## src/rtl/mem_arbiter.sv

```systemverilog
// Two-port memory arbiter: shares one RAM port between an icache and a dcache.
// The dcache has priority, bounded by a streak limit so a waiting icache is not starved.
module mem_arbiter #(
  parameter int DSTREAK_MAX = 4
) (
  input  logic        CLK,
  input  logic        nRST,
  // icache
  input  logic        iREN,
  input  logic [31:0] iaddr,
  output logic        iwait,
  output logic [31:0] iload,
  // dcache
  input  logic        dREN,
  input  logic        dWEN,
  input  logic [31:0] daddr,
  input  logic [31:0] dstore,
  output logic        dwait,
  output logic [31:0] dload,
  // RAM
  output logic        ramREN,
  output logic        ramWEN,
  output logic [31:0] ramaddr,
  output logic [31:0] ramstore,
  input  logic [31:0] ramload,
  input  logic [1:0]  ramstate,
  output logic        ramerr
);

  typedef enum logic [1:0] {IDLE, DGRANT, IGRANT} state_t;

  localparam logic [2:0] L_DMAX = 3'(DSTREAK_MAX);

  state_t     r_state;
  logic [2:0] r_dstreak;
  logic       r_ramerr;

  logic w_dreq;
  logic w_access;
  logic w_error;
  logic w_dsel;
  logic w_isel;
  logic w_dstreak_full;

  assign w_dreq         = dREN | dWEN;
  assign w_access       = (ramstate == 2'd2);
  assign w_error        = (ramstate == 2'd3);
  assign w_dsel         = (r_state == DGRANT) && w_dreq;
  assign w_isel         = (r_state == IGRANT) && iREN;
  assign w_dstreak_full = (r_dstreak >= L_DMAX);

  // A grant with its request withdrawn drives nothing, so an abort never reaches the RAM.
  always_comb begin
    ramREN   = 1'b0;
    ramWEN   = 1'b0;
    ramaddr  = 32'd0;
    ramstore = 32'd0;
    iwait    = 1'b1;
    dwait    = 1'b1;
    iload    = 32'd0;
    dload    = 32'd0;
    if (w_dsel) begin
      ramWEN   = dWEN;
      ramREN   = dREN & ~dWEN;
      ramaddr  = daddr;
      ramstore = dstore;
      dwait    = ~w_access;
      dload    = w_access ? ramload : 32'd0;
    end else if (w_isel) begin
      ramREN   = 1'b1;
      ramaddr  = iaddr;
      iwait    = ~w_access;
      iload    = w_access ? ramload : 32'd0;
    end
  end

  assign ramerr = r_ramerr;

  always_ff @(posedge CLK or negedge nRST) begin
    if (!nRST) begin
      r_state   <= IDLE;
      r_dstreak <= 3'd0;
      r_ramerr  <= 1'b0;
    end else begin
      case (r_state)
        IDLE: begin
          if (w_dreq && !(iREN && r_dstreak == L_DMAX)) r_state <= DGRANT;
          else if (iREN)                                r_state <= IGRANT;
        end
        DGRANT: begin
          if (!w_dreq) begin
            r_state <= IDLE;
          end else if (w_error) begin
            r_ramerr <= 1'b1;
          end else if (w_access && daddr[2]) begin
            // Second word of the block: release and account for the waiting icache.
            r_state <= IDLE;
            if (iREN) r_dstreak <= w_dstreak_full ? L_DMAX : r_dstreak + 3'd1;
            else      r_dstreak <= 3'd0;
          end
        end
        IGRANT: begin
          if (!iREN) begin
            r_state <= IDLE;
          end else if (w_error) begin
            r_ramerr <= 1'b1;
          end else if (w_access) begin
            r_state   <= IDLE;
            r_dstreak <= 3'd0;
          end
        end
        default: r_state <= IDLE;
      endcase
    end
  end

endmodule

```

## config.mk

```make
export PLATFORM = sky130hd
export DESIGN_NAME = mem_arbiter
export DESIGN_NICKNAME = d
export VERILOG_FILES = /design/src/rtl/mem_arbiter.sv
export SDC_FILE = /design/constraint.sdc
export NUM_CORES = 1
export LEC_CHECK = 0
export CORE_AREA = 2 2 105 107
export CTS_CLUSTER_SIZE = 40
export DETAILED_ROUTE_END_ITERATION = 12
export DIE_AREA = 0 0 107 109
export HOLD_SLACK_MARGIN = 0.15
export PLACE_DENSITY = 0.61
export SLEW_MARGIN = 20
export SYNTH_ARGS = -nofsm -noshare
export SYNTH_HDL_FRONTEND = slang
export SYNTH_SLANG_ARGS = --single-unit
```

## constraint.sdc

```tcl
create_clock -name CLK -period 4.5 [get_ports CLK]
set_clock_uncertainty 0.05 [all_clocks]
set_input_delay 0.9 -clock CLK [delete_from_list [all_inputs] [get_ports CLK]]
set_output_delay 0.9 -clock CLK [all_outputs]
set_load 0.01 [all_outputs]
```

==> results.cfg <==
[critical_path]
critPathLaunchType = input port
crit_arrival_ns = 2.91
r2r-end = r_dstreak[0]$_DFFE_PN0P_
r2r_cells = 4
crit_buf_inv = 3
worstSetupPathType = in2out
crit_chain = clkdlybuf4s50_1 -> and3b_2 -> buf_12 -> a22o_1 -> clkdlybuf4s50_1
r2r_setup_slack_ns = 2.72
crit_path_end_kind = output pin
worst_path_dominant_cell_family = buffers and inverters
r2r_start = r_state[0]$_DFFE_PN0P_
crit_fanout = 37
crit_top_cell = clkdlybuf4s50_1
cp_slowest_cell = clkdlybuf4s50_1
crit_required_ns = 3.55
startpoint = iREN
cp_num_cells = 5
cp-endpoint = ramaddr[26]
critPathMaxStageDelay_ns = 0.60

[sta]
max_slew_margin_pct = 64.3
clock.fmax_ghz = 0.259
finalCriticalPeriod_ns = 3.86
setup_viol = 0
fin_tns_setup_ns = 0
holdWs_ns = 0.415
rsz0062_at_grt = no
tightest_slew_ns = 0.535
fin_crit_sh_pct = 85.7
final_max_slew_viol_count = 0
hold_viol = 0

[detailed_routing]
viasPerCell = 4.30
wl_mm = 10.1
remaining_drc_errors = 0
vias = 2509
first_pass_iters = 4
dr.first_iter.drc_count = 103
wl_met3_mm = 1.12
ant_nets = 0
wl_per_cell_microns = 17.4
top_layer = met4
wl_met2_mm = 4.81
wl_met1_mm = 4.18

[grt]
grtUsageTotal_pct = 15.8
grt_pass1_wl_mm = 14.3
grt_pass1_vias = 2524
gr-total-overflow = 0
antenna_found_initial = 1
grt_max_degree = 72

[floorplanning]
ios = 268
num_rows = 38
initial_core_util_pct = 13.3
core_sq_mm = 0.0106
dieWidth_microns = 107
dieArea_sq_mm = 0.0117
die_h_microns = 109

[synthesis]
synthAdderAreaFrac_pct = 1.77
synth_top_family_by_area = simple AND/OR/NAND/NOR gates
synth_cells = 192
yosysWarnings = 0
synth_area_leaders = and3_1 29%, a22o_1 20%, and2_1 14%, dfrtp_1 11%, buf_2 3.2%
netlist.top_cell.by_area = and3_1
muxShareOfSynthArea_pct = 1.77
synth_area_sq_mm = 0.00141
ys_types = 32
synth-simple-area-share_pct = 50.9
synth-xor-area-share_pct = 0
syn-mean-instance-area_sq_um = 7.35
synth-compound-area-share_pct = 25.0
synth-seq-cells = 6
syn_nets = 329
yosysSeqAreaShare_pct = 10.6
yosysTopAreaCellShare_pct = 28.8

[cells_and_area]
antenna_cells = 0
num-fill-cells = 1073
drive_gt1_share_pct = 3.39
final_area_sq_mm = 0.00424
nets = 582
area_delta_synth_final_pct = 201

[power_and_ir_drop]
power_density_mw_per_mm2 = 174
ir_worst_vdd_mv = 0.137
p_leak_nw = 1.82

[run]
max-cap-violations = 0

[clocking]
cts_max_level = 1
tritoncts = built
path_clk_slew_ns = 0.03
cts_setup_buffers = 0
ctsResizeCount = 0
numCtsBuffers = 3
cts.sinks = 6
cts_buffer_depth = 2
ctsRootBufferMaster = clkbuf_8
cts_hold_buf = 0
insertion_delay_ns = 0.22

[status]
status = complete, no violations

[min_path]
holdPathStages = 1
hold_class = reg2reg

[place]
place_hpwl_mm = 8.15
gp_congestion = 0.820
io_buffer_count = 267
placed_area_sq_mm = 0.00420
-- cell families (layout without fill, tap and decap cells) --
logic type      after synthesis  in the layout
simple gates                113            113
compound gates               40             40
fa+ha+maj                     2              2
flops                         6              6
buf+inv                      29            280
mux                           2              2
-- area by class of cell --
class | count | area [sq um] | area share, %
repair buffers | 272 | 2740 | 64.5
multi-input cells | 157 | 1120 | 26.4
well taps | 140 | 175 | 4.13
flip-flops and latches | 6 | 150 | 3.54
clock buffers | 3 | 41.3 | 0.973
inverters | 5 | 18.8 | 0.442
-- power by group --
group	internal [W]	switching, W	total (W)
Sequential	0.0000687	0.0000144	0.0000831
Combinational	0.000347	0.000228	0.000575
Clock	0.0000574	0.0000229	0.0000803
Total	0.000473	0.000265	0.000738
-- flip-flops by register name, summed over array words and instances, names as in the netlist --
signal / count
r_dstreak: 3
r_state: 2
ramerr: 1
-- cell usage in the layout (no fill, tap or decap), drive strengths merged, types with 2 or more instances in the layout --
cell,n
nor2,4
a22o,32
inv,5
ha,2
clkdlybuf4s50,267
clkbuf,3
buf,5
and2,32
nand2b,2
dfrtp,6
nand2,5
and3,65
-- per-stage QoR --
| stage | instances | total power [W] | utilization, % | setup slack [ns] |
|---|---|---|---|---|
| 6_report | 583 | 0.000738 | 40.0 | 0.643 |
| 3_5_place_dp | 580 | 0.000660 | 39.6 | 0.599 |
| 2_1_floorplan | 192 | 0.000306 | - | 1.87 |
| 3_3_place_gp | 580 | 0.000657 | 39.6 | 0.595 |
| 5_1_grt | 583 | 0.000786 | 40.0 | 0.513 |
| 4_1_cts | 583 | 0.000748 | 40.0 | 0.588 |
-- synthesized netlist by cell type --
cell / count
nand2b_4: 1
o31a_4: 1
and3_1: 65
a22o_1: 32
nor2_4: 1
inv_1: 5
o21ai_0: 1
and2_1: 32
a21boi_0: 1
and3b_2: 1
clkbuf_1: 11
nor2_2: 1
dfrtp_1: 6
nor3b_1: 1
a221oi_1: 1
o32a_1: 1
o211ai_1: 1
and4_1: 1
a31oi_1: 1
nand2b_1: 1
nand2_1: 5
a41o_1: 1
buf_6: 2
clkbuf_2: 1
nand3b_1: 1
buf_4: 1
mux2i_1: 1
nor2b_4: 1
ha_1: 2
mux2_4: 1
nor2_1: 2
buf_2: 9
-- per-layer routing --
metal | global-route usage (%) | vias to the layer above
met5 | 0 | -
met4 | 1.39 | 0
met3 | 6.34 | 4
met2 | 27.2 | 145
met1 | 19.4 | 1154
li1 | - | 1206
-- worst min path at each step --
stage	start	endpoint	slack, ns
after floorplan	ramerr$_DFFE_PN0P_	ramerr$_DFFE_PN0P_	0.45
after global placement	ramerr$_DFFE_PN0P_	ramerr$_DFFE_PN0P_	0.41
after detailed placement	ramerr$_DFFE_PN0P_	ramerr$_DFFE_PN0P_	0.41
after CTS	ramerr$_DFFE_PN0P_	ramerr$_DFFE_PN0P_	0.42
after global routing	ramerr$_DFFE_PN0P_	ramerr$_DFFE_PN0P_	0.44
final	ramerr$_DFFE_PN0P_	ramerr$_DFFE_PN0P_	0.42
-- worst register-to-register path, stage by stage, from the launching register on --
cell and delay [ns]:
dfrtp_1 0.44, and3b_2 0.55, nand2_1 0.15, o31a_4 0.16, mux2_4 0.30
Power figures use the tool's default switching activity.
